$ cat config.mk
export PLATFORM = sky130hd
export DESIGN_NAME = dso_buf_reader_flat
export DESIGN_NICKNAME = d
export VERILOG_FILES = /design/src/rtl/dso_pkg.sv /design/src/rtl/dso_buf_reader_if.sv /design/src/rtl/dso_skid_buf.sv /design/src/rtl/dso_buf_reader.sv /design/src/flat_wrapper.sv
export SDC_FILE = /design/constraint.sdc
export NUM_CORES = 1
export LEC_CHECK = 0
export BUFFER_PORTS_ARGS = -buffer_cell sky130_fd_sc_hd__buf_4
export CORE_MARGIN = 2
export CORE_UTILIZATION = 50
export DETAILED_ROUTE_END_ITERATION = 10
export PLACE_DENSITY_LB_ADDON = 0.05
export SLEW_MARGIN = 15
export SYNTH_ARGS = -nofsm -noshare
export SYNTH_HDL_FRONTEND = slang
export SYNTH_SLANG_ARGS = --single-unit
$ cat constraint.sdc
create_clock -name ad_clk -period 3.6 [get_ports ad_clk]
set_input_delay 0.36 -clock ad_clk [delete_from_list [all_inputs] [get_ports ad_clk]]
set_output_delay 0.36 -clock ad_clk [all_outputs]
set_load 0.1 [all_outputs]
$ cat src/rtl/dso_pkg.sv
// Shared constants, FSM state type and address arithmetic for the DSO frame reader.
package dso_pkg;

  localparam int unsigned DSO_WAVE_DEPTH      = 1024;
  localparam int unsigned DSO_HALF_WAVE_DEPTH = DSO_WAVE_DEPTH >> 1;
  localparam int unsigned DSO_ADDR_W          = 12;
  localparam int unsigned DSO_DATA_W          = 8;

  typedef enum logic [1:0] {
    StIdle,
    StRead,
    StDrain,
    StDone
  } dso_state_e;

  // base + inc folded back into [0, depth) with a single subtraction; callers keep
  // base < depth and inc <= depth so one fold is always enough.
  function automatic int unsigned wrap_add(input int unsigned base, input int unsigned inc,
                                           input int unsigned depth);
    int unsigned sum;
    sum = base + inc;
    if (sum >= depth) begin
      sum = sum - depth;
    end
    return sum;
  endfunction

endpackage

$ cat src/rtl/dso_buf_reader_if.sv
// Sample-RAM read port plus the outgoing valid/ready sample stream of the frame reader.
// master: the reader (drives RAM address/enable and the stream); slave: RAM + consumer.
interface dso_buf_reader_if #(
  parameter int unsigned ADDR_W = 12,
  parameter int unsigned DATA_W = 8
);

  logic [ADDR_W-1:0] ram_rd_addr;
  logic              ram_rd_en;
  logic [DATA_W-1:0] ram_rd_data;
  logic              m_valid;
  logic              m_ready;
  logic [DATA_W-1:0] m_data;
  logic              m_last;

  modport master (
    output ram_rd_addr,
    output ram_rd_en,
    input  ram_rd_data,
    output m_valid,
    input  m_ready,
    output m_data,
    output m_last
  );

  modport slave (
    input  ram_rd_addr,
    input  ram_rd_en,
    output ram_rd_data,
    input  m_valid,
    output m_ready,
    input  m_data,
    input  m_last
  );

endinterface

$ cat src/rtl/dso_skid_buf.sv
// Two-entry valid/ready buffer for returning RAM words. Exposes its fill count so the
// reader can ration read issues and never overrun it.
module dso_skid_buf #(
  parameter int unsigned DATA_W = 8
) (
  input  logic              ad_clk,
  input  logic              rst_n,
  input  logic              i_flush,
  input  logic              i_push,
  input  logic [DATA_W-1:0] i_data,
  input  logic              i_pop,
  output logic              o_valid,
  output logic [DATA_W-1:0] o_data,
  output logic [1:0]        o_count
);

  logic [DATA_W-1:0] r_head;
  logic [DATA_W-1:0] r_tail;
  logic [1:0]        r_cnt;
  logic [DATA_W-1:0] w_head_d;
  logic [DATA_W-1:0] w_tail_d;
  logic [1:0]        w_cnt_d;
  logic              w_pop;

  assign w_pop   = i_pop && (r_cnt != 2'd0);
  assign o_valid = (r_cnt != 2'd0);
  assign o_data  = r_head;
  assign o_count = r_cnt;

  // Next contents: head always holds the oldest word, tail the second.
  always_comb begin
    w_head_d = r_head;
    w_tail_d = r_tail;
    w_cnt_d  = r_cnt;
    if (i_flush) begin
      w_cnt_d = 2'd0;
    end else begin
      unique case ({i_push, w_pop})
        2'b10: begin
          if (r_cnt == 2'd0) begin
            w_head_d = i_data;
            w_cnt_d  = 2'd1;
          end else if (r_cnt == 2'd1) begin
            w_tail_d = i_data;
            w_cnt_d  = 2'd2;
          end
        end
        2'b01: begin
          w_head_d = r_tail;
          w_cnt_d  = r_cnt - 2'd1;
        end
        2'b11: begin
          if (r_cnt == 2'd1) begin
            w_head_d = i_data;
          end else begin
            w_head_d = r_tail;
            w_tail_d = i_data;
          end
        end
        default: ;
      endcase
    end
  end

  // Buffer storage and fill count.
  always_ff @(posedge ad_clk or negedge rst_n) begin
    if (!rst_n) begin
      r_head <= '0;
      r_tail <= '0;
      r_cnt  <= 2'd0;
    end else begin
      r_head <= w_head_d;
      r_tail <= w_tail_d;
      r_cnt  <= w_cnt_d;
    end
  end

endmodule

$ cat src/rtl/dso_buf_reader.sv
// Reads one captured frame out of the ADC sample RAM, starting half a frame before the
// trigger address (circular), and streams it over valid/ready with m_last on the final
// sample and a rd_done pulse afterwards.
// Optional build macro DSO_BUF_STATS_EN adds min/max/peak-to-peak of the streamed frame.
module dso_buf_reader
  import dso_pkg::*;
#(
  parameter int unsigned WAVE_DEPTH      = DSO_WAVE_DEPTH,
  parameter int unsigned HALF_WAVE_DEPTH = WAVE_DEPTH >> 1,
  parameter int unsigned ADDR_W          = DSO_ADDR_W,
  parameter int unsigned DATA_W          = DSO_DATA_W
) (
  input  logic              ad_clk,
  input  logic              rst_n,
  input  logic              i_cap_done,
  input  logic [ADDR_W-1:0] i_trig_addr,
  input  logic              i_abort,
  output logic              o_rd_done,
  output logic              o_busy,
`ifdef DSO_BUF_STATS_EN
  output logic [DATA_W-1:0] o_stat_min,
  output logic [DATA_W-1:0] o_stat_max,
  output logic [DATA_W-1:0] o_stat_vpp,
  output logic              o_stat_valid,
`endif
  dso_buf_reader_if.master  io_bus
);

  localparam int unsigned      CNT_W    = $clog2(WAVE_DEPTH + 1);
  localparam logic [CNT_W-1:0] LAST_IDX = CNT_W'(WAVE_DEPTH - 1);
  localparam logic [ADDR_W:0]  DEPTH_X  = (ADDR_W + 1)'(WAVE_DEPTH);

  dso_state_e        r_state;
  dso_state_e        w_state_d;
  logic [ADDR_W-1:0] r_addr;
  logic [CNT_W-1:0]  r_issue_cnt;
  logic [CNT_W-1:0]  r_out_cnt;
  logic              r_rd_vld;

  logic [ADDR_W:0]   w_trig_ext;
  logic [ADDR_W:0]   w_trig_mod;
  logic [ADDR_W-1:0] w_start;
  logic              w_start_frame;
  logic              w_issue;
  logic              w_credit_ok;
  logic [1:0]        w_used;
  logic              w_pop;
  logic              w_buf_valid;
  logic [DATA_W-1:0] w_buf_data;
  logic [1:0]        w_buf_cnt;

  // Pre-trigger start: fold the trigger address once into the frame, then step back half.
  assign w_trig_ext = {1'b0, i_trig_addr};
  assign w_trig_mod = (w_trig_ext >= DEPTH_X) ? (w_trig_ext - DEPTH_X) : w_trig_ext;
  assign w_start    = ADDR_W'(wrap_add(32'(w_trig_mod), WAVE_DEPTH - HALF_WAVE_DEPTH,
                                       WAVE_DEPTH));

  // Words that will occupy the buffer, net of this cycle's transfer. Counting the pop
  // keeps one read in flight per cycle while the 2-entry buffer can never overflow.
  assign w_pop       = w_buf_valid && io_bus.m_ready;
  assign w_used      = w_buf_cnt + {1'b0, r_rd_vld} - {1'b0, w_pop};
  assign w_credit_ok = (w_used < 2'd2);

  // Frame sequencing and read issue; abort overrides everything.
  always_comb begin
    w_state_d     = r_state;
    w_issue       = 1'b0;
    w_start_frame = 1'b0;
    o_rd_done     = 1'b0;
    unique case (r_state)
      StIdle: begin
        if (i_cap_done) begin
          w_start_frame = 1'b1;
          w_state_d     = StRead;
        end
      end
      StRead: begin
        if (w_credit_ok) begin
          w_issue = 1'b1;
          if (r_issue_cnt == LAST_IDX) begin
            w_state_d = StDrain;
          end
        end
      end
      StDrain: begin
        if (w_pop && (r_out_cnt == LAST_IDX)) begin
          w_state_d = StDone;
        end
      end
      StDone: begin
        o_rd_done = 1'b1;
        w_state_d = StIdle;
      end
      default: w_state_d = StIdle;
    endcase
    if (i_abort) begin
      w_state_d     = StIdle;
      w_issue       = 1'b0;
      w_start_frame = 1'b0;
      o_rd_done     = 1'b0;
    end
  end

  // State register and read-return flag (RAM data is valid the cycle after the enable).
  always_ff @(posedge ad_clk or negedge rst_n) begin
    if (!rst_n) begin
      r_state  <= StIdle;
      r_rd_vld <= 1'b0;
    end else begin
      r_state  <= w_state_d;
      r_rd_vld <= w_issue;
    end
  end

  // Read address and issue count: loaded with the frozen start, advanced per issue.
  always_ff @(posedge ad_clk or negedge rst_n) begin
    if (!rst_n) begin
      r_addr      <= '0;
      r_issue_cnt <= '0;
    end else if (w_start_frame) begin
      r_addr      <= w_start;
      r_issue_cnt <= '0;
    end else if (w_issue) begin
      r_addr      <= ADDR_W'(wrap_add(32'(r_addr), 32'd1, WAVE_DEPTH));
      r_issue_cnt <= r_issue_cnt + CNT_W'(1);
    end
  end

  // Count of samples handed downstream this frame; drives m_last and the drain exit.
  always_ff @(posedge ad_clk or negedge rst_n) begin
    if (!rst_n) begin
      r_out_cnt <= '0;
    end else if (w_start_frame || i_abort) begin
      r_out_cnt <= '0;
    end else if (w_pop) begin
      r_out_cnt <= r_out_cnt + CNT_W'(1);
    end
  end

  dso_skid_buf #(
    .DATA_W (DATA_W)
  ) u_skid (
    .ad_clk  (ad_clk),
    .rst_n   (rst_n),
    .i_flush (i_abort),
    .i_push  (r_rd_vld),
    .i_data  (io_bus.ram_rd_data),
    .i_pop   (w_pop),
    .o_valid (w_buf_valid),
    .o_data  (w_buf_data),
    .o_count (w_buf_cnt)
  );

  assign io_bus.ram_rd_en   = w_issue;
  assign io_bus.ram_rd_addr = r_addr;
  assign io_bus.m_valid     = w_buf_valid;
  assign io_bus.m_data      = w_buf_data;
  assign io_bus.m_last      = w_buf_valid && (r_out_cnt == LAST_IDX);
  assign o_busy             = (r_state != StIdle);

`ifdef DSO_BUF_STATS_EN
  logic [DATA_W-1:0] r_stat_min;
  logic [DATA_W-1:0] r_stat_max;

  // Running extremes over transferred samples, re-armed at each frame start.
  always_ff @(posedge ad_clk or negedge rst_n) begin
    if (!rst_n) begin
      r_stat_min <= '0;
      r_stat_max <= '0;
    end else if (w_start_frame) begin
      r_stat_min <= '1;
      r_stat_max <= '0;
    end else if (w_pop) begin
      if (w_buf_data < r_stat_min) begin
        r_stat_min <= w_buf_data;
      end
      if (w_buf_data > r_stat_max) begin
        r_stat_max <= w_buf_data;
      end
    end
  end

  assign o_stat_min   = r_stat_min;
  assign o_stat_max   = r_stat_max;
  assign o_stat_vpp   = r_stat_max - r_stat_min;
  assign o_stat_valid = o_rd_done;
`endif

endmodule

$ cat src/flat_wrapper.sv
// flat-port wrapper written by rule: the top's interface ports become plain ports
module dso_buf_reader_flat import dso_pkg::*;
#(
  parameter int unsigned WAVE_DEPTH      = DSO_WAVE_DEPTH,
  parameter int unsigned HALF_WAVE_DEPTH = WAVE_DEPTH >> 1,
  parameter int unsigned ADDR_W          = DSO_ADDR_W,
  parameter int unsigned DATA_W          = DSO_DATA_W
)
  (ad_clk, rst_n, i_cap_done, i_trig_addr, i_abort, o_rd_done, o_busy, io_bus_ram_rd_addr, io_bus_ram_rd_en, io_bus_ram_rd_data, io_bus_m_valid, io_bus_m_ready, io_bus_m_data, io_bus_m_last);
  dso_buf_reader_if #(.ADDR_W(ADDR_W), .DATA_W(DATA_W)) io_bus_i ();
  input  logic ad_clk;
  input  logic rst_n;
  input  logic i_cap_done;
  input  logic [ADDR_W-1:0] i_trig_addr;
  input  logic i_abort;
  output logic o_rd_done;
  output logic o_busy;
  output wire logic [$bits(io_bus_i.ram_rd_addr)-1:0] io_bus_ram_rd_addr;
  output wire logic [$bits(io_bus_i.ram_rd_en)-1:0] io_bus_ram_rd_en;
  input wire logic [$bits(io_bus_i.ram_rd_data)-1:0] io_bus_ram_rd_data;
  output wire logic [$bits(io_bus_i.m_valid)-1:0] io_bus_m_valid;
  input wire logic [$bits(io_bus_i.m_ready)-1:0] io_bus_m_ready;
  output wire logic [$bits(io_bus_i.m_data)-1:0] io_bus_m_data;
  output wire logic [$bits(io_bus_i.m_last)-1:0] io_bus_m_last;
  assign io_bus_ram_rd_addr = io_bus_i.ram_rd_addr;
  assign io_bus_ram_rd_en = io_bus_i.ram_rd_en;
  assign io_bus_i.ram_rd_data = io_bus_ram_rd_data;
  assign io_bus_m_valid = io_bus_i.m_valid;
  assign io_bus_i.m_ready = io_bus_m_ready;
  assign io_bus_m_data = io_bus_i.m_data;
  assign io_bus_m_last = io_bus_i.m_last;
  dso_buf_reader #(.WAVE_DEPTH(WAVE_DEPTH), .HALF_WAVE_DEPTH(HALF_WAVE_DEPTH), .ADDR_W(ADDR_W), .DATA_W(DATA_W)) u_core (.ad_clk(ad_clk), .rst_n(rst_n), .i_cap_done(i_cap_done), .i_trig_addr(i_trig_addr), .i_abort(i_abort), .o_rd_done(o_rd_done), .o_busy(o_busy), .io_bus(io_bus_i));
endmodule
**Word level (Yosys, flattened, before mapping)**

Cells that the tools add are included.

- Bits in registers: 55
- Output and inout port bits: 25

- $add $sub $neg: 10
- $lt $le $gt $ge: 4
- Eq/ne operators: 17
- Muxes and demuxes: 33
- Bitwise gates (word level): 1
- Reductions and logical operators: 18

Operator list:

| cell | number |
|---|---|
| 12-bit two-way mux | 4 |
| 11-bit two-way mux | 4 |
| 8-bit two-way mux | 4 |
| 8-bit case mux with 3 select lines | 1 |
| 12-bit by 11-bit subtractor with 12-bit output, second input constant | 2 |
| 11-bit by 1-bit adder with 11-bit output, second input constant | 2 |
| 11-bit by 10-bit == test with 1-bit output, second input constant | 2 |
| 2-bit two-way mux | 8 |
| 8-bit case mux with 2 select lines | 1 |
| 13-bit by 10-bit adder with 14-bit output, second input constant | 1 |
| 14-bit by 11-bit greater-or-equal comparator with 1-bit output, second input constant | 1 |
| 12-bit by 1-bit adder with 13-bit output, second input constant | 1 |
| 13-bit by 11-bit greater-or-equal comparator with 1-bit output, second input constant | 1 |
| 13-bit two-way mux | 1 |
| 12-bit by 11-bit subtractor with 13-bit output, second input constant | 1 |
| 12-bit by 11-bit greater-or-equal comparator with 1-bit output, second input constant | 1 |
| 2-bit nonzero test | 5 |
| 3-bit by 2-bit inequality test with 1-bit output, second input constant | 3 |
| 2-bit == test, second input constant | 4 |
| 1-bit two-way mux | 8 |
| 2-bit case mux with 4 select lines | 1 |
| 4-bit AND reduction | 2 |
| 2-bit by 1-bit == test with 1-bit output, second input constant | 3 |
| 2-bit inequality test, second input constant | 3 |
| other kinds (14) | 19 |

**Logic depth before layout (Yosys ltp)**

Gate-level depths: netlist (run 1).

- Word-level depth: 9
- Mapped depth: 11
- Mapped depth without buffers: 9

**Modules after synthesis**

A second synthesis (run 1) with hierarchy kept.

- Cell total of the unflattened synthesis: 335
- Area, all modules: 3221.8 µm²

Modules (own cells, without submodules):

| module | instances | cells an instance | area an instance (µm²) | seq. area each (µm²) |
|---|---|---|---|---|
| dso_buf_reader | 1 | 257 | 2322.2 | 925.9 |
| dso_skid_buf | 1 | 78 | 899.6 | 450.4 |

**Worst setup path before layout (run 1)**

No wires, ideal clock.

- Kind: reg2out
- Start: reg u_core.r_out_cnt[3]
- End: out io_bus_m_last
- Data arrival time: 3675 ps
- Data required time: 3240 ps
- Slack: -435 ps
- Stages on the path, launching flop included: 4
- Buffers on the path: 0
- Cells stage by stage: dfrtp_1 and4_1 nand4_1 nor4_1

- Cells in the longest elaborated chain, start to end: 2

Ends and longest elaborated chain:

| what | line | RTL |
|---|---|---|
| start, declared | dso_buf_reader.sv:37 | `logic [CNT_W-1:0] r_out_cnt;` |
| start signal, assigned | dso_buf_reader.sv:136 | `r_out_cnt <= r_out_cnt + CNT_W'(1);` |
| 11-bit by 10-bit == test with 1-bit output | dso_buf_reader.sv:158 | `assign io_bus.m_last = w_buf_valid && (r_out_cnt == LAST_IDX);` |
| 1-bit logical AND | dso_buf_reader.sv:158 |  |
| end, declared | flat_wrapper.sv:24 | `output wire logic [$bits(io_bus_i.m_last)-1:0] io_bus_m_last;` |

Every way passes these cells.

**Final worst setup path (run 1)**

- Start: reg u_core.u_skid.r_cnt[1], in the netlist u_core.u_skid.o_count[1]
- End: out io_bus_ram_rd_en

- Cells in the longest elaborated chain, start to end: 7

Ends and longest elaborated chain:

| what | line | RTL |
|---|---|---|
| start, declared | dso_skid_buf.sv:19 | `logic [1:0] r_cnt;` |
| start signal, assigned | dso_skid_buf.sv:74 | `r_cnt <= w_cnt_d;` |
| branches (longest 2 deep; another with 2-bit by 1-bit adder with 2-bit output) | n/a |  |
| 2-bit by 1-bit subtractor with 2-bit output (*) | dso_buf_reader.sv:61 | `assign w_used = w_buf_cnt + {1'b0, r_rd_vld} - {1'b0, w_pop};` |
| 2-bit less-than comparator (*) | dso_buf_reader.sv:62 | `assign w_credit_ok = (w_used < 2'd2);` |
| 1-bit two-way mux (*) | dso_buf_reader.sv:78 | `if (w_credit_ok) begin` |
| 1-bit two-way mux (*) | dso_buf_reader.sv:70 | `unique case (r_state)` |
| 1-bit two-way mux (*) | dso_buf_reader.sv:96 | `if (i_abort) begin` |
| end, declared | flat_wrapper.sv:19 | `output wire logic [$bits(io_bus_i.ram_rd_en)-1:0] io_bus_ram_rd_en;` |

Mark *: on every way between the ends.

==> results.yml, run 1 <==
synthesis:
  synthXorXnorAreaFrac_pct: 7.480
  synth_simple_gate_area_share_pct: 20.80
  ys_ff_latch: 55
  synth_area_per_cell_um2: 9.684
  synth_ff_type: "dfrtp_1"
  synthCells: 323
  synth-compound-area-share_pct: 12.88
  synth_fa_ha_area_share_pct: 6.000
  syn_nets: 363
  async_flop_share_pct: 100.0
  synth_top_family_by_area: "simple AND/OR/NAND/NOR gates"
  synth_warnings: 0
  synth_cell_type_count: 44
  yosysSeqAreaShare_pct: 44.00
  synthMuxAreaShare_pct: 6.080
  netlist_area_um2: 3128
  synth-edff-count: 0
worst_setup_path:
  cp_cell_sequence: "inv_1, ha_1, nor2b_1, ha_1, and2b_1, xnor2_2, nor2_2, buf_4"
  crit_slowest_cell: "dfrtp_1"
  arrival_ns: 2.52
  cpLargestDelayFamily: "simple AND/OR/NAND/NOR gates"
  worstSetupPathType: "reg2out"
  path_max_fanout: 10
  required_ns: 3.24
  crit_path_max_incr_delay_ns: 0.45
  critPathCaptureType: "output port"
  worst_path_most_repeated_cell: "ha_1"
  start_kind: "register"
  path_buf_inv: 2
clocking:
  cts.clk_slew.worst_paths_ns: 0.11
  clk_path_buf_depth: 2
  cts_resized: 0
  cts_tree: "yes"
  holdBufCountCts: 0
  post_cts_buffers: 0
  cts.sinks: 55
  clk_latency_ns: 0.32
  cts-root-buf: "clkbuf_8"
  cts_buffers: 5
  h-tree-depth: 2
route:
  vias_per_cell: 5.739
  drcViolationCount: 0
  routed_wl_um: 6877
  avgRoutedWirePerCell_um: 15.32
  drtIter0Drc: 156
  first_pass_iters: 4
  postRouteAntennaNets: 0
  vias: 2577
sta:
  fin_setup_tns_ns: 0
  tightest_slew_ns: 1.031
  report.final.slew_viol_count: 0
  rsz0062_at_grt: "false"
  post-route-period-util_pct: 80.13
  setup_ws_ns: 0.7153
  final-hold-violation-count: 0
  finalCriticalPeriod_ns: 2.885
  finalClockSkew_ns: 0.008784
  whs_ns: 0.08708
  fmax_mhz: 346.7
  setup_violations: 0
  slew_headroom_pct: 31.04
cells_and_area:
  final_cells: 449
  seqCellArea_um2: 1376
  final_core_util_pct: 61.59
  n_fill_cell: 499
  drive_gt1_share_pct: 20.05
  fin_area_um2: 3690
  final_nets: 413
  multi_input_area_um2: 1674
  area_growth_pct: 17.96
  antenna_cells: 0
power_and_ir_drop:
  power.leakage_nw: 1.728
  combPwrFrac_pct: 58.4
  swShare_pct: 56.17
  seqPwrFrac_pct: 30.2
  p_sw_mw: 1.866
  p_int_mw: 1.456
  powerDensity_nw_per_um2: 900.4
  total_power_mw: 3.322
  pwr-share-clk_pct: 11.4
  vdd_ir_drop_max_mv: 0.6844
placed_design:
  dp_hpwl_um: 4982
  place_congestion: 0.9324
  dp.cells: 441
  place_ws_ns: 0.8080
  io_buffers: 49
  dpl_cell_area_um2: 3587
floorplanning:
  rows: 28
  core_area_um2: 5991
  die_y_um: 83.10
  die_w_um: 83.10
  ios: 50
  die-area_um2: 6905
  initial_core_util_pct: 52.21
global_routing:
  grt_use_total_pct: 20.93
  grt_pass1_wl_um: 12110
  antenna_found_initial: 0
  grt_max_degree: 56
  grt_overflow: 0
  grt_pass1_vias: 2576
min_path:
  hold_class: "in2async"
flow_run:
  cap_violations: 0
outcome:
  outcome: "complete, no violations"
==> synth_stat cells (3+ instances only) <==
| cell type | count | area share [%] |
|---|---|---|
| ha_1 | 15 | 6.0 |
| inv_1 | 14 | 1.7 |
| nor2_1 | 32 | 3.8 |
| mux2_2 | 8 | 2.9 |
| nand2b_1 | 3 | 0.60 |
| mux2i_1 | 10 | 3.2 |
| or3_1 | 6 | 1.2 |
| and3_1 | 10 | 2.0 |
| nand3_1 | 15 | 2.4 |
| nor3_1 | 8 | 1.3 |
| nor2b_1 | 6 | 1.2 |
| a32oi_1 | 3 | 0.84 |
| nand2_1 | 22 | 2.6 |
| nor4_1 | 5 | 1.0 |
| a22oi_1 | 3 | 0.72 |
| nand4_1 | 8 | 1.6 |
| xnor2_1 | 10 | 2.8 |
| clkbuf_1 | 9 | 1.1 |
| o21ai_0 | 12 | 1.9 |
| xor2_1 | 13 | 3.6 |
| a311oi_1 | 3 | 0.84 |
| a221o_1 | 4 | 1.3 |
| a21oi_1 | 19 | 3.0 |
| nor3b_1 | 3 | 0.72 |
| dfrtp_1 | 55 | 44 |
==> worst paths after layout <==
| check | from | to | slack [ns] | cells past startpoint |
|---|---|---|---|---|
| max reg2reg | u_core.u_skid.o_count[1]$_DFFE_PN0P_ | u_core.r_issue_cnt[9]$_DFFE_PN0P_ | 0.78 | 9 |
| min | rst_n | u_core.r_issue_cnt[8]$_DFFE_PN0P_ | 0.09 | 1 |
| min in group ad_clk | i_trig_addr[9] | u_core.io_bus.ram_rd_addr[9]$_DFFE_PN0P_ | 0.26 | 2 |
| max | u_core.u_skid.o_count[1]$_DFFE_PN0P_ | io_bus_ram_rd_en | 0.72 | 8 |
| min reg2reg | u_core.u_skid.r_tail[6]$_DFFE_PN0P_ | u_core.u_skid.r_tail[6]$_DFFE_PN0P_ | 0.52 | 1 |
| max in group asynchronous | rst_n | u_core.io_bus.ram_rd_addr[7]$_DFFE_PN0P_ | 3.07 | 1 |
==> final cells by class <==
class,instances,area share (%)
multi-input combinational,245,45.37
tap,75,2.543
sequential,55,37.30
inverter,14,1.424
clock inverter,3,0.9156
clock buffer,5,1.865
timing repair buffer,52,10.58
==> cells in the final DEF, fill, tap and decap left out, drive strengths merged, types with 4 or more instances in the layout <==
| cell type | count |
|---|---|
| nand3 | 15 |
| a221o | 4 |
| mux2i | 10 |
| nor4 | 5 |
| clkbuf | 5 |
| dfrtp | 55 |
| ha | 15 |
| inv | 16 |
| nor2 | 32 |
| and3 | 10 |
| nand4 | 8 |
| o21ai | 12 |
| xnor2 | 12 |
| a21oi | 19 |
| buf | 52 |
| mux2 | 8 |
| or3 | 6 |
| nand2 | 22 |
| nor3 | 8 |
| nor2b | 6 |
| xor2 | 13 |
==> sequential cells by signal, summed over array words and instances (netlist names) <==
register	flops
u_core.io_bus.ram_rd_addr	12
u_core.r_issue_cnt	11
u_core.r_out_cnt	11
u_core.r_rd_vld	1
u_core.r_state	2
u_core.u_skid.o_count	2
u_core.u_skid.o_data	8
u_core.u_skid.r_tail	8
==> power groups by stage <==
stage	Clock, mW	Combinational [mW]	Sequential (mW)
floorplan	0	0.788	1.72
CTS	0.390	1.95	0.999
finish	0.378	1.94	1.00
global route	0.413	2.07	1.04
global placement	0	1.93	1.01
detailed placement	0	1.94	1.01
==> logic make-up (layout without fill, tap and decap cells) <==
kind of cell | after synthesis | after routing
AO/OA/AOI/OAI | 60 | 60
XOR/XNOR | 25 | 25
adder cells (fa/ha/maj) | 15 | 15
buffers and inverters | 23 | 74
flip-flops | 55 | 55
multiplexers | 18 | 18
AND/OR/NAND/NOR | 127 | 127
==> routing by layer <==
layer  GRT usage [%]  part of all wire [%]  vias up  routed length [um]
met5               0                     0        -                   0
met4           4.173                  0.42        0                  29
met3           4.374                   6.5        4                 447
met2           32.92                    46       84                3169
met1           30.14                    47     1225                3230
li1                -                     -     1264                   -
(Power assumes the default switching activity.)
==> run 2: changes to the inputs <==
clock period = 2.5 ns   (was 3.6 ns; I/O delays follow)
==> run 2 against run 1 <==
Effect of this change:
- die area stayed put
- routed wire length is 2.6% higher
- total power is 49% higher
- sequential share of layout area is 1.1 points lower
- flip-flop and latch count stayed put
==> results.yml, run 2 (synthesized netlist as in run 1, its figures left out) <==
sta:
  fin_setup_tns_ns: 0
  whs_ns: 0.1482
  post-route-period-util_pct: 94.39
  report.final.slew_viol_count: 0
  rsz0062_at_grt: "false"
  final-hold-violation-count: 0
  fmax_mhz: 423.8
  finalClockSkew_ns: 0.009686
  finalCriticalPeriod_ns: 2.360
  tightest_slew_ns: 0.7174
  setup_violations: 0
  setup_ws_ns: 0.1403
  slew_headroom_pct: 52.17
cells_and_area:
  fin_area_um2: 3849
  multi_input_area_um2: 1719
  final_nets: 426
  n_fill_cell: 508
  largest_reg_flops: 12
  mostFrequentLayoutCell: "buf_4"
  seqCellArea_um2: 1393
  antenna_cells: 0
  final_core_util_pct: 64.24
  area_growth_pct: 23.04
  drive_gt1_share_pct: 26.36
  mostFrequentLayoutCells: "buf_4, dfrtp_1, nor2_1"
  final_cells: 462
worst_setup_path:
  worst_r2r_startpoint: "u_core.u_skid.o_count[1]$_DFFE_PN0P_"
  crit_path_max_incr_delay_ns: 0.38
  start_kind: "register"
  worst_path_most_repeated_cell: "ha_4"
  arrival_ns: 2.11
  rr_endpoint: "u_core.r_issue_cnt[7]$_DFFE_PN0P_"
  worstSetupPathType: "reg2out"
  rr_worst_depth: 9
  crit_slowest_cell: "dfrtp_1"
  cp_cell_sequence: "inv_2, ha_4, nor2b_2, ha_4, and2b_2, xnor2_4, nor2_4, buf_8"
  path_max_fanout: 10
  r2r_slack_ns: 0.14
  required_ns: 2.25
  critPathCaptureType: "output port"
min_path:
  hold_class: "in2reg"
  hold-path-endpoint: "u_core.io_bus.ram_rd_addr[9]$_DFFE_PN0P_"
  hold_path_depth: 2
  worstHoldStart: "i_trig_addr[9]"
power_and_ir_drop:
  power.leakage_nw: 1.780
  swShare_pct: 55.00
  powerDensity_nw_per_um2: 1287
  vdd_ir_drop_max_mv: 1.112
  p_sw_mw: 2.723
  seqPwrFrac_pct: 28.7
  total_power_mw: 4.952
  pwr-share-clk_pct: 10.4
  p_int_mw: 2.228
  combPwrFrac_pct: 60.9
route:
  vias: 2629
  vias_per_cell: 5.690
  postRouteAntennaNets: 0
  first_pass_iters: 4
  drcViolationCount: 0
  avgRoutedWirePerCell_um: 15.27
  drtIter0Drc: 113
  routed_wl_um: 7055
global_routing:
  grt_pass1_wl_um: 12120
  grt_overflow: 0
  grt_pass1_vias: 2571
  antenna_found_initial: 0
  grt_max_degree: 56
  grt_use_total_pct: 21.13
floorplanning:
  rows: 28
  die-area_um2: 6905
  ios: 50
  initial_core_util_pct: 52.21
  die_y_um: 83.10
  die_w_um: 83.10
  core_area_um2: 5991
placed_design:
  place_congestion: 0.8450
  place_ws_ns: 0.08316
  dpl_cell_area_um2: 3736
  dp.cells: 453
  io_buffers: 49
  dp_hpwl_um: 5081
clocking:
  cts_buffers: 5
  clk_path_buf_depth: 2
  cts_tree: "yes"
  cts-root-buf: "clkbuf_8"
  clk_latency_ns: 0.31
  cts.clk_slew.worst_paths_ns: 0.11
  cts.sinks: 55
  h-tree-depth: 2
flow_run:
  cap_violations: 0
outcome:
  outcome: "complete, no violations"
[run 2: layout make-up]
type / instances / share of cell area (%)
clock inverters: 3 / 0.6177
clock buffers: 5 / 1.788
repair buffers: 65 / 12.94
flip-flops and latches: 55 / 36.18
inverters: 14 / 1.365
multi-input cells: 245 / 44.67
well taps: 75 / 2.438
[run 2: worst max-delay path by stage]
stage / startpoint / to / depth (start not counted)
after detailed placement: u_core.u_skid.o_count[1]$_DFFE_PN0P_ / u_core.r_issue_cnt[7]$_DFFE_PN0P_ / 9
after CTS: u_core.u_skid.o_count[1]$_DFFE_PN0P_ / io_bus_ram_rd_en / 8
after global placement: u_core.u_skid.o_count[1]$_DFFE_PN0P_ / u_core.r_issue_cnt[7]$_DFFE_PN0P_ / 9
final: u_core.u_skid.o_count[1]$_DFFE_PN0P_ / io_bus_ram_rd_en / 8
after global routing: u_core.u_skid.o_count[1]$_DFFE_PN0P_ / u_core.r_issue_cnt[7]$_DFFE_PN0P_ / 9
after floorplan: u_core.r_out_cnt[3]$_DFFE_PN0P_ / io_bus_m_last / 3
[run 2: critical path, delay by kind of cell, from the launching register on]
kind / cells / cell delay, ns
simple gates: 3 / 0.62
xor+xnor: 1 / 0.14
fa+ha+maj: 2 / 0.38
flops: 1 / 0.38
buf+inv: 2 / 0.28
[run 2: layer usage]
layer / vias to the layer above / track usage (%) / part of all wire [%]
met3: 9 / 4.076 / 4.4
li1: 1285 / - / -
met2: 65 / 33.87 / 46
met5: - / 0 / 0
met1: 1270 / 29.10 / 48
met4: 0 / 6.408 / 1.3
[run 2: repair_timing]
action	4_1_cts	5_1_grt
resized for setup	1	2
buffers inserted	0	0
hold buffers	1	0
hold endpoints to repair	20	0
setup endpoints to repair	1	9
[run 2: power by group through the flow]
stage                     clock network [mW]  registers, mW  logic (mW)
after floorplan                            0           2.50        1.20
after global placement                     0           1.43        2.97
after detailed placement                   0           1.43        3.00
after CTS                              0.537           1.42        3.01
after global routing                   0.566           1.46        3.19
final                                  0.516           1.42        3.01
==> run 3: changes to the inputs <==
ABC_AREA = 1   (was default)
==> run 3 against run 2 <==
Effect of this change:
- the run now ends with negative hold slack left
- final area rose by 7.4%
- count of clock-buffer cells in the layout grew 1
- synthesized cell count is 46% higher
- via count increased by 24%
- combinational power grew 4%
- setup slack lost 0.042 ns
- non-clock buffer count shrank 8
- hold slack lost 0.17 ns
- register-to-register slack is essentially flat
- utilization down 3.1 points
- largest power group unchanged
- highest routed layer unchanged
==> results.yml, run 3 <==
outcome:
  outcome: "complete, but fails checks"
  violations: "negative hold slack"
sta:
  finalClockSkew_ns: 0.006030
  rsz0062_at_grt: "false"
  fin_setup_tns_ns: 0
  final-hold-violation-count: 55
  whs_ns: -0.02064
  tightest_slew_ns: 0.6902
  fmax_mhz: 416.5
  slew_headroom_pct: 53.99
  finalCriticalPeriod_ns: 2.401
  setup_violations: 0
  post-route-period-util_pct: 96.05
  report.final.slew_viol_count: 0
synthesis:
  syn_nets: 511
  synth.most_common_cell: "nand2_1"
  synthCells: 471
  synth-edff-count: 0
  synth_top_area_share_pct: 39.43
  yosysTopAreaCell: "dfrtp_1"
  netlist_top_cells_count: "nand2_1, inv_1, nor2_1, dfrtp_1, o21ai_0"
  synth_cell_type_count: 36
  synth_warnings: 0
  async_flop_share_pct: 100.0
  synth_ff_type: "dfrtp_1"
  yosys-top-cells-area: "dfrtp_1, nand2_1, inv_1"
  ys_ff_latch: 55
  synth_area_per_cell_um2: 7.412
  yosysSeqAreaShare_pct: 39.43
  netlist_area_um2: 3491
route:
  routed_wl_um: 7927
  drtIter0Drc: 124
  vias_per_cell: 5.364
  vias: 3256
  avgRoutedWirePerCell_um: 13.06
  drcViolationCount: 0
  postRouteAntennaNets: 0
  first_pass_iters: 4
min_path:
  hold_class: "in2async"
worst_setup_path:
  r2r_slack_ns: 0.15
  worstSetupPathType: "reg2out"
  crit_start: "u_core.u_skid.o_count[1]$_DFFE_PN0P_"
  arrival_ns: 2.15
  critPathCaptureType: "output port"
  cp_cell_sequence: "inv_2, ha_4, inv_6, nand2_4, inv_2, ha_1, nor2_4, xor2_2, nand2_4, inv_6, buf_12"
  required_ns: 2.25
  start_kind: "register"
  crit_path_max_incr_delay_ns: 0.43
  worst_r2r_startpoint: "u_core.u_skid.o_count[1]$_DFFE_PN0P_"
  path_max_fanout: 8
  rr_worst_depth: 14
  rr_endpoint: "u_core.io_bus.ram_rd_addr[10]$_DFFE_PN0P_"
  crit_slowest_cell: "dfrtp_1"
power_and_ir_drop:
  vdd_ir_drop_max_mv: 0.7335
  power.leakage_nw: 1.947
  total_power_mw: 5.140
  powerDensity_nw_per_um2: 1243
floorplanning:
  rows: 30
  ios: 50
  core_area_um2: 6756
  initial_core_util_pct: 51.67
  die-area_um2: 7666
  die_y_um: 87.56
  die_w_um: 87.56
placed_design:
  io_buffers: 49
  dp_hpwl_um: 5803
  dp.cells: 594
  place_congestion: 0.8689
  dpl_cell_area_um2: 3946
global_routing:
  antenna_found_initial: 0
  grt_pass1_wl_um: 13190
  grt_max_degree: 56
  grt_overflow: 0
  grt_pass1_vias: 3005
  grt_use_total_pct: 21.37
clocking:
  cts-root-buf: "clkbuf_8"
  holdBufCountCts: 0
  cts.sinks: 55
  cts_tree: "yes"
  clk_latency_ns: 0.31
  clk_path_buf_depth: 2
  cts_buffers: 5
  cts.clk_slew.worst_paths_ns: 0.10
  h-tree-depth: 2
flow_run:
  cap_violations: 0
cells_and_area:
  mostFrequentLayoutCells: "nand2_1, nor2_1, inv_1"
  mostFrequentLayoutCell: "nand2_1"
  area_growth_pct: 18.42
  largest_reg_flops: 12
  drive_gt1_share_pct: 17.46
  fin_area_um2: 4134
  final_cells: 607
  antenna_cells: 0
  final_nets: 566
  n_fill_cell: 624
[run 3: cell count changes in the layout (fill, tap and decap cells not counted), sizes merged, moves of 8 or more]
cell	before	now
inv	15	66
nand2	22	108
nor2	32	63
xor2	13	4
and3	10	0
o21ai	12	48
nand3	15	26
mux2	8	0
mux2i	10	0
[run 3: how the worst max path moves through the flow]
stage	depth (start not counted)	slack [ns]	endpoint
floorplan	13	0.005	u_core.r_issue_cnt[10]$_DFFE_PN0P_
global placement	11	0.16	io_bus_ram_rd_en
detailed placement	11	0.07	io_bus_ram_rd_en
CTS	11	0.04	io_bus_ram_rd_en
global route	11	0.007	io_bus_ram_rd_en
finish	11	0.1	io_bus_ram_rd_en
[run 3: layout make-up]
class	count	area [um2]	area share, %
timing repair buffer	57	440.4	10.65
multi-input combinational	340	1836	44.40
tap	80	100.1	2.421
sequential	55	1379	33.35
clock buffer	6	82.58	1.998
inverter	67	261.5	6.326
clock inverter	2	35.03	0.8475
[run 3: layer usage]
metal	track usage [%]	up-vias	routed length, um
li1	-	1666	-
met1	26.44	1497	3473
met2	38.36	79	3986
met3	3.393	14	331
met4	6.294	0	136
met5	0	-	0
[run 3: logic make-up (layout without fill, tap and decap cells)]
logic type | Yosys count | count (layout) | synth area share, %
AOI/OAI and AO/OA | 100 | 100 | 17.10
xor gates and xnor gates | 9 | 9 | 2.688
adders and majority gates | 15 | 15 | 5.376
buffers and inverters | 76 | 132 | 8.709
DFF | 55 | 55 | 39.43
and+or+nand+nor | 216 | 216 | 26.70
[run 3: critical path: cells and delay by family (launching register included)]
| family | cells | cell delay, ns |
|---|---|---|
| buffers and inverters | 5 | 0.45 |
| XOR/XNOR | 1 | 0.20 |
| flip-flops | 1 | 0.43 |
| adder cells (fa/ha/maj) | 2 | 0.47 |
| AND/OR/NAND/NOR | 3 | 0.30 |
[run 3: timing repair]
| action | CTS | global route |
|---|---|---|
| endpoints found under the setup margin | 1 | 3 |
| pin swaps | 2 | 1 |
| gates resized for setup | 8 | 1 |
| setup buffers | 2 | 3 |
| endpoints found under the hold margin | 0 | 0 |
[run 3: through the flow]
step           util (%)  setup slack (ns)
2_1_floorplan         -          0.005047
3_5_place_dp      58.41           0.06841
4_1_cts           60.81           0.04171
5_1_grt           61.19          0.007382
6_report          61.19           0.09877
3_3_place_gp      58.41            0.1597
[run 3: power by group]
part / leakage, nW / internal [mW] / switching [mW]
clock network: 0.0612 / 0.325 / 0.287
registers: 0.706 / 1.16 / 0.242
logic: 1.18 / 0.827 / 2.30
